--- config.mk ---
export PLATFORM = sky130hd
export DESIGN_NAME = mem_port_arbiter
export DESIGN_NICKNAME = d
export VERILOG_FILES = /design/src/rtl/mem_port_arbiter_pkg.sv /design/src/rtl/mpa_rr_pick.sv /design/src/rtl/mem_port_arbiter.sv
export SDC_FILE = /design/constraint.sdc
export NUM_CORES = 1
export LEC_CHECK = 0
export CORE_UTILIZATION = 42
export CTS_BUF_LIST = sky130_fd_sc_hd__clkbuf_8
export CTS_CLUSTER_DIAMETER = 30
export DETAILED_ROUTE_END_ITERATION = 10
export GPL_ROUTABILITY_DRIVEN = 0
export PLACE_DENSITY = 0.91
export SLEW_MARGIN = 10
export SYNTH_ARGS = -nofsm -noshare
export SYNTH_HDL_FRONTEND = slang
export SYNTH_SLANG_ARGS = --single-unit
--- constraint.sdc ---
create_clock -name clk -period 6.9 [get_ports clk]
set_clock_uncertainty 0.1 [all_clocks]
set_input_delay 1.38 -clock clk [delete_from_list [all_inputs] [get_ports clk]]
set_output_delay 1.38 -clock clk [all_outputs]
set_load 0.05 [all_outputs]
--- src/rtl/mem_port_arbiter_pkg.sv ---
// Shared encodings for the unified memory port arbiter: owner codes, FSM states,
// grant vector bit positions and the access-latency counter width.
package mem_port_arbiter_pkg;

   localparam int unsigned CNT_W = 4;

   localparam logic [1:0] OWN_NONE = 2'b00;
   localparam logic [1:0] OWN_IF   = 2'b01;
   localparam logic [1:0] OWN_DM   = 2'b10;
   localparam logic [1:0] OWN_LD   = 2'b11;

   typedef enum logic [1:0] {
      ST_IDLE,
      ST_ACCESS,
      ST_ACK
   } state_e;

   // Bit positions inside the one-hot grant vector.
   localparam int unsigned GNT_IF = 0;
   localparam int unsigned GNT_DM = 1;
   localparam int unsigned GNT_LD = 2;

endpackage

--- src/rtl/mpa_rr_pick.sv ---
// Combinational picker: loader always wins; if/dm resolved by round-robin
// pointer (0 favours if) or by fixed dm priority when round-robin is off.
module mpa_rr_pick
   import mem_port_arbiter_pkg::*;
(
   input  logic       ld_req,
   input  logic       if_req,
   input  logic       dm_req,
   input  logic       rr_ptr,
   input  logic       rr_en,
   output logic [2:0] grant
);

   always_comb begin
      grant = 3'b000;
      if (ld_req) begin
         grant[GNT_LD] = 1'b1;
      end else if (if_req && dm_req) begin
         if (rr_en && !rr_ptr) begin
            grant[GNT_IF] = 1'b1;
         end else begin
            grant[GNT_DM] = 1'b1;
         end
      end else if (if_req) begin
         grant[GNT_IF] = 1'b1;
      end else if (dm_req) begin
         grant[GNT_DM] = 1'b1;
      end
   end

endmodule

--- src/rtl/mem_port_arbiter.sv ---
// Shares one fixed-latency single-ported memory between fetch, data and loader
// requesters with an IDLE -> ACCESS -> ACK sequence; all outputs registered.
module mem_port_arbiter
   import mem_port_arbiter_pkg::*;
#(
   parameter int unsigned AW      = 32,
   parameter int unsigned DW      = 32,
   parameter int unsigned LATENCY = 2,
   parameter bit          RR_EN   = 1'b1
) (
   input  logic          clk,
   input  logic          reset,
   input  logic          ld_req,
   input  logic [AW-1:0] ld_addr,
   input  logic [DW-1:0] ld_wdata,
   output logic          ld_ack,
   input  logic          if_req,
   input  logic [AW-1:0] if_addr,
   output logic          if_ack,
   output logic [DW-1:0] if_rdata,
   input  logic          dm_req,
   input  logic          dm_we,
   input  logic [AW-1:0] dm_addr,
   input  logic [DW-1:0] dm_wdata,
   output logic          dm_ack,
   output logic [DW-1:0] dm_rdata,
   output logic          mem_en,
   output logic          mem_we,
   output logic [AW-1:0] mem_addr,
   output logic [DW-1:0] mem_wdata,
   input  logic [DW-1:0] mem_rdata,
   output logic          busy,
   output logic [1:0]    owner
);

   localparam logic [CNT_W-1:0] CNT_INIT = CNT_W'(LATENCY - 1);

   state_e           state_q;
   logic [CNT_W-1:0] cnt_q;
   logic             rr_ptr_q;
   logic [2:0]       grant;

   mpa_rr_pick u_pick (
      .ld_req (ld_req),
      .if_req (if_req),
      .dm_req (dm_req),
      .rr_ptr (rr_ptr_q),
      .rr_en  (RR_EN),
      .grant  (grant)
   );

   always_ff @(posedge clk or posedge reset) begin
      if (reset) begin
         state_q   <= ST_IDLE;
         cnt_q     <= '0;
         rr_ptr_q  <= 1'b0;
         mem_en    <= 1'b0;
         mem_we    <= 1'b0;
         mem_addr  <= '0;
         mem_wdata <= '0;
         if_ack    <= 1'b0;
         dm_ack    <= 1'b0;
         ld_ack    <= 1'b0;
         if_rdata  <= '0;
         dm_rdata  <= '0;
         busy      <= 1'b0;
         owner     <= OWN_NONE;
      end else begin
         if_ack <= 1'b0;
         dm_ack <= 1'b0;
         ld_ack <= 1'b0;
         unique case (state_q)
            ST_IDLE: begin
               if (grant != 3'b000) begin
                  mem_en  <= 1'b1;
                  busy    <= 1'b1;
                  cnt_q   <= CNT_INIT;
                  state_q <= ST_ACCESS;
                  if (grant[GNT_LD]) begin
                     owner     <= OWN_LD;
                     mem_we    <= 1'b1;
                     mem_addr  <= ld_addr;
                     mem_wdata <= ld_wdata;
                  end else if (grant[GNT_DM]) begin
                     owner     <= OWN_DM;
                     mem_we    <= dm_we;
                     mem_addr  <= dm_addr;
                     mem_wdata <= dm_wdata;
                  end else begin
                     owner     <= OWN_IF;
                     mem_we    <= 1'b0;
                     mem_addr  <= if_addr;
                     mem_wdata <= '0;
                  end
               end
            end
            ST_ACCESS: begin
               // mem_rdata is only valid in the last access cycle.
               if (cnt_q == '0) begin
                  mem_en  <= 1'b0;
                  mem_we  <= 1'b0;
                  state_q <= ST_ACK;
                  if (owner == OWN_IF) begin
                     if_rdata <= mem_rdata;
                     if_ack   <= 1'b1;
                  end else if (owner == OWN_DM) begin
                     if (!mem_we) begin
                        dm_rdata <= mem_rdata;
                     end
                     dm_ack <= 1'b1;
                  end else begin
                     ld_ack <= 1'b1;
                  end
               end else begin
                  cnt_q <= cnt_q - CNT_W'(1);
               end
            end
            ST_ACK: begin
               owner   <= OWN_NONE;
               busy    <= 1'b0;
               state_q <= ST_IDLE;
               if (owner == OWN_IF) begin
                  rr_ptr_q <= 1'b1;
               end else if (owner == OWN_DM) begin
                  rr_ptr_q <= 1'b0;
               end
            end
            default: state_q <= ST_IDLE;
         endcase
      end
   end

endmodule

## Yosys cells after proc, flatten, opt, wreduce, memory -nomap -nowiden

Cells that the tools add are included.

- Add/subtract/negate cells: 1
- Equal/unequal tests: 7
- Muxes and demuxes: 43
- Bitwise logic cells: 2
- Reduce and logical (&&, ||, !) cells: 15

Operator list:

| operator | number |
|---|---|
| 2-to-1 mux 32 bit | 4 |
| 2-to-1 mux 1 bit | 24 |
| 2-to-1 mux 2 bit | 7 |
| AND reduction 3 bit | 3 |
| 2-to-1 mux 4 bit | 2 |
| one-hot mux 2 bit (2 select lines) | 2 |
| one-hot mux 4 bit (2 select lines) | 1 |
| AND reduction 2 bit | 4 |
| != test 2 bit (second input constant) | 3 |
| one-hot mux 1 bit (2 select lines) | 3 |
| nonzero test 2 bit | 3 |
| AND reduction 5 bit | 1 |
| equality test 2 x 1 -> 1 bit (second input constant) | 2 |
| equality test 2 bit (second input constant) | 2 |
| logical NOT 4 bit | 1 |
| subtractor 4 x 1 -> 4 bit (second input constant) | 1 |
| nonzero test 3 bit | 1 |
| logical NOT 2 bit | 1 |
| inverter 1 bit | 2 |
| logical AND 1 bit | 1 |

- Flip-flop bits (word level): 143
- Output and inout port bits: 136

## Depth between registers and ports, before layout

- Depth in word-level cells: 8
- Depth in mapped cells: 7

## Hierarchy

A second synthesis with hierarchy kept.

- Cell total of the unflattened synthesis: 494
- Area total of the unflattened synthesis: 6685.2 sq um

By module, submodules not included:

| module | instances | cells an instance | area each (sq um) | seq. area each (sq um) |
|---|---|---|---|---|
| mem_port_arbiter | 1 | 487 | 6637.6 | 3578.4 |
| mpa_rr_pick | 1 | 7 | 47.5 | 0.0 |

## Least setup slack after synthesis

Ideal clock, no wire load.

- Path kind: input -> register
- Start: input ld_req
- End: register mem_wdata[10]
- Library setup time: 0.137 ns
- Arrival: 2.393 ns
- Path slack: 4.270 ns
- Stages: 6
- Buffers on the path: 3
- Cell sequence: buf_2 -> or3_1 -> buf_2 -> buf_2 -> a21oi_1 -> a21oi_1

- Cells in the longest elaborated chain, start to end: 3

Ends and longest elaborated chain:

| item | line | text |
|---|---|---|
| from (decl) | mem_port_arbiter.sv:13 | `input logic ld_req,` |
| 2-to-1 mux 2 bit or 2-to-1 mux 1 bit (tied branches) | mpa_rr_pick.sv:16 | `if (ld_req) begin` |
| nonzero test 3 bit or 2-to-1 mux 32 bit (tied branches) | mem_port_arbiter.sv:74, mem_port_arbiter.sv:84 |  |
| AND reduction 2 bit (no source line) or 2-to-1 mux 32 bit (tied branches) | n/a |  |
| to (signal assigned) | mem_port_arbiter.sv:83 | `mem_wdata <= ld_wdata;` |
| to (signal assigned) | mem_port_arbiter.sv:88 | `mem_wdata <= dm_wdata;` |
| to (decl) | mem_port_arbiter.sv:30 | `output logic [DW-1:0] mem_wdata,` |

Parallel ways exist; a longest one is shown, timed or not.
A chain may end at the register's enable or synchronous reset.

## Worst setup path after layout

- Start: input dm_req
- End: register mem_addr[23]

- Cells in the longest elaborated chain, start to end: 6

Ends and longest elaborated chain:

| item | line | text |
|---|---|---|
| from (decl) | mem_port_arbiter.sv:21 | `input logic dm_req,` |
| 2-to-1 mux 1 bit | mpa_rr_pick.sv:26 | `end else if (dm_req) begin` |
| 2-to-1 mux 1 bit | mpa_rr_pick.sv:24 | `end else if (if_req) begin` |
| 2-to-1 mux 2 bit (*) | mpa_rr_pick.sv:18 | `end else if (if_req && dm_req) begin` |
| 2-to-1 mux 2 bit (*) | mpa_rr_pick.sv:16 |  |
| nonzero test 3 bit or 2-to-1 mux 32 bit (tied branches) | mem_port_arbiter.sv:74, mem_port_arbiter.sv:84 |  |
| AND reduction 2 bit (no source line) or 2-to-1 mux 32 bit (tied branches) | n/a |  |
| to (signal assigned) | mem_port_arbiter.sv:82 | `mem_addr <= ld_addr;` |
| to (signal assigned) | mem_port_arbiter.sv:87 | `mem_addr <= dm_addr;` |
| to (signal assigned) | mem_port_arbiter.sv:92 | `mem_addr <= if_addr;` |
| to (decl) | mem_port_arbiter.sv:29 | `output logic [AW-1:0] mem_addr,` |

Mark *: on every way between the ends. The rest lies on a longest branch, timed or not.

==> impl_metrics.tcl <==
set metrics [dict create \
    status "completed" \
    grtUsageTotal 0.253 \
    hpwl_um 14900 \
    cpLargestDelayFamily "buffers and inverters" \
    avgRoutedWirePerCell_um 19.3 \
    irDropWorstVdd_uv 249 \
    clkSinkCount 143 \
    fin_crit_ns 3.39 \
    critPathKind "in2reg" \
    cts.repair.resized 0 \
    final.setup.tns_ns 0 \
    postCtsSetupBuffers 0 \
    num-nets-final 1081 \
    viasPerCell 5.60 \
    ys_types 37 \
    grt_pass1_vias 6084 \
    netlist_area_um2 6710 \
    dr.pass1.iters 5 \
    clk_latency_ns 0.43 \
    setup_viol 0 \
    die_y_um 128 \
    leakage_nw 4.21 \
    rows 45 \
    hold_viol 0 \
    area_growth_pct 56.2 \
    critPathArrivalTime_ns 3.64 \
    synth_edf_count 0 \
    muxShareOfSynthArea 0.132 \
    clockBufferDepth 2 \
    synth_top_family_by_area "compound AO/OA/AOI/OAI gates" \
    synth_compound_area_frac 0.221 \
    numPortBuffers 333 \
    critPathMaxFanout 37 \
    ys.flop_type "dfrtp_1" \
    relSlewSlack 0.186 \
    multi_input_area_um2 2850 \
    avgSynthCellArea_um2 11.6 \
    ys_ff_latch 143 \
    synthSimpleGateAreaFrac 0.0590 \
    ys_async_sr_fraction 1.00 \
    boundaryPins 334 \
    max_slew.worst_pin.slew_ns 1.22 \
    yosysWarningCount 0 \
    worst-endpoint-required_ns 7.15 \
    cp_slowest_stage_delay_ns 0.67 \
    via_count 6166 \
    die_area_um2 16500 \
    dr.first_iter.drc_count 307 \
    grt_remaining_overflow 0 \
    slowest_stage "nor2b_4" \
    synth_nets 781 \
    die_w_um 128 \
    synthCells 578 \
    drtAntennaViolNets 0 \
    cts_buffers 17 \
    crit_chain "clkdlybuf4s50_1 > nor2b_4 > buf_4 > a32oi_1 > a31oi_1" \
    post-route-period-util 0.491 \
    drv_cap 0 \
    finalMaxSlewViolations 0 \
    grt_pass1_wl_um 32100 \
    cts-root-buf "clkbuf_8" \
    grt_max_degree 98 \
    max_freq_mhz 295 \
    ys_seq_area_frac 0.534 \
    hold_path_class "reg2reg" \
    grt_antenna_before_repair 0 \
    register_area_um2 3580 \
    power-per-cell-area_nw_per_um2 529 \
    ctsHtreeMaxLevel 4 \
    synth_fa_ha_area_frac 0.00933 \
    synth_xor_area_frac 0 \
    worstSetupStartpointType "primary input" \
    cp.buffers_inverters 2 \
    ctsHoldBuffers 0 \
    cts_tree "done" \
    clk_pin_slew_ns 0.08 \
    cp-end-kind "flop" \
    drive_above_1_share 0.123 \
    core_area_um2 15400 \
    fillCellCount 1137 \
    wl_um 21200 \
    remaining_drc_errors 0 \
    antenna_cells 0 \
    rsz0062_at_grt "false" \
    utilization 0.682 \
    initial_core_util 0.436 \
]
==> cell usage in the layout, fill, tap and decap left out, types with 2 or more instances in the layout <==
cell type / n
a21oi_1: 98
a31oi_1: 33
a32oi_1: 64
and3_1: 2
buf_4: 7
bufinv_16: 2
clkbuf_8: 17
clkdlybuf4s50_1: 332
clkinv_2: 5
clkinv_4: 2
dfrtp_1: 143
ha_1: 5
inv_1: 8
inv_6: 4
mux2_1: 6
mux2_2: 30
mux2_4: 30
mux2i_1: 3
nand2_1: 2
nand2b_1: 2
nand3_1: 2
nor2_1: 4
nor2_4: 2
nor2b_1: 32
o21ai_0: 37
==> synth_stat cells, types with 3 or more instances <==
master    count  area [um2]
a21oi_1      98         490
nand2b_1      3        18.8
a31oi_1      33         206
ha_1          5        62.6
dfrtp_1     143        3580
nor2_1        5        18.8
a32oi_1      64         561
mux2_2       30         338
mux2_1        6        67.6
mux2i_1       3        30.0
buf_6         3        33.8
buf_2        22         110
clkbuf_1     28         105
inv_1         7        26.3
buf_4         3        22.5
mux2_4       30         450
nor2b_1      34         213
o21ai_0      37         185
==> worst register-to-register path, cell delays in order (launching register included) <==
cell and delay [ns]:
dfrtp_1 0.40, inv_1 0.09, ha_1 0.17, nor3b_4 0.32, nand3_2 0.52, inv_1 0.61, mux2_2 0.40
==> registers in the layout (all words and copies together) (netlist names) <==
register / cells
dm_rdata: 32
if_rdata: 32
mem_addr: 32
mem_wdata: 32
cnt_q: 4
owner: 2
state_q: 2
busy: 1
dm_ack: 1
if_ack: 1
ld_ack: 1
mem_en: 1
mem_we: 1
rr_ptr_q: 1
==> power breakdown <==
group          total (W)  internal, W  switching (W)
clock           0.000640     0.000319       0.000321
sequential       0.00150      0.00126       0.000241
combinational    0.00340      0.00120        0.00220
==> worst paths after layout <==
check,startpoint,end,cells after the start,slack (ns)
max,dm_req,mem_addr[23]$_DFFE_PP0P_,5,3.51
min,if_rdata[25]$_DFFE_PP0P_,if_rdata[25]$_DFFE_PP0P_,1,0.39
max reg2reg,cnt_q[0]$_DFFE_PP0P_,if_rdata[22]$_DFFE_PP0P_,6,4.17
min reg2reg,if_rdata[25]$_DFFE_PP0P_,if_rdata[25]$_DFFE_PP0P_,1,0.39
max in group asynchronous,reset,if_rdata[16]$_DFFE_PP0P_,3,4.08
min in group asynchronous,reset,mem_wdata[19]$_DFFE_PP0P_,2,1.35
==> layout make-up <==
cell class | count | area share
repair buffers | 339 | 0.322
inverters | 7 | 0.00299
clock buffers | 17 | 0.0223
well taps | 211 | 0.0252
multi-input cells | 370 | 0.272
clock inverters | 15 | 0.0137
flip-flops and latches | 143 | 0.342
==> metrics by stage <==
stage	std cells	hold slack, ns	total power, W	setup WS, ns	area, um2
final	1102	0.389	0.00554	3.51	10500
after CTS	1102	0.393	0.00557	3.56	10500
after global placement	1070	0.362	0.00484	3.27	10100
after detailed placement	1070	0.374	0.00492	3.14	10100
after global routing	1102	0.410	0.00579	3.39	10500
after floorplan	578	0.395	0.00372	1.58	6710
==> per-layer routing <==
metal / routed length [um] / vias up / GRT usage
met5: 0 / - / 0
met4: 779 / 0 / 0.121
met3: 1740 / 48 / 0.0628
met2: 10600 / 350 / 0.439
met1: 8050 / 2972 / 0.293
li1: - / 2796 / -
==> cells by family after synthesis <==
logic type | count (synthesis)
AOI/OAI and AO/OA | 237
DFF | 143
muxes | 69
buffers and inverters | 65
and+or+nand+nor | 59
adders and majority gates | 5
(Power assumes the default switching activity.)
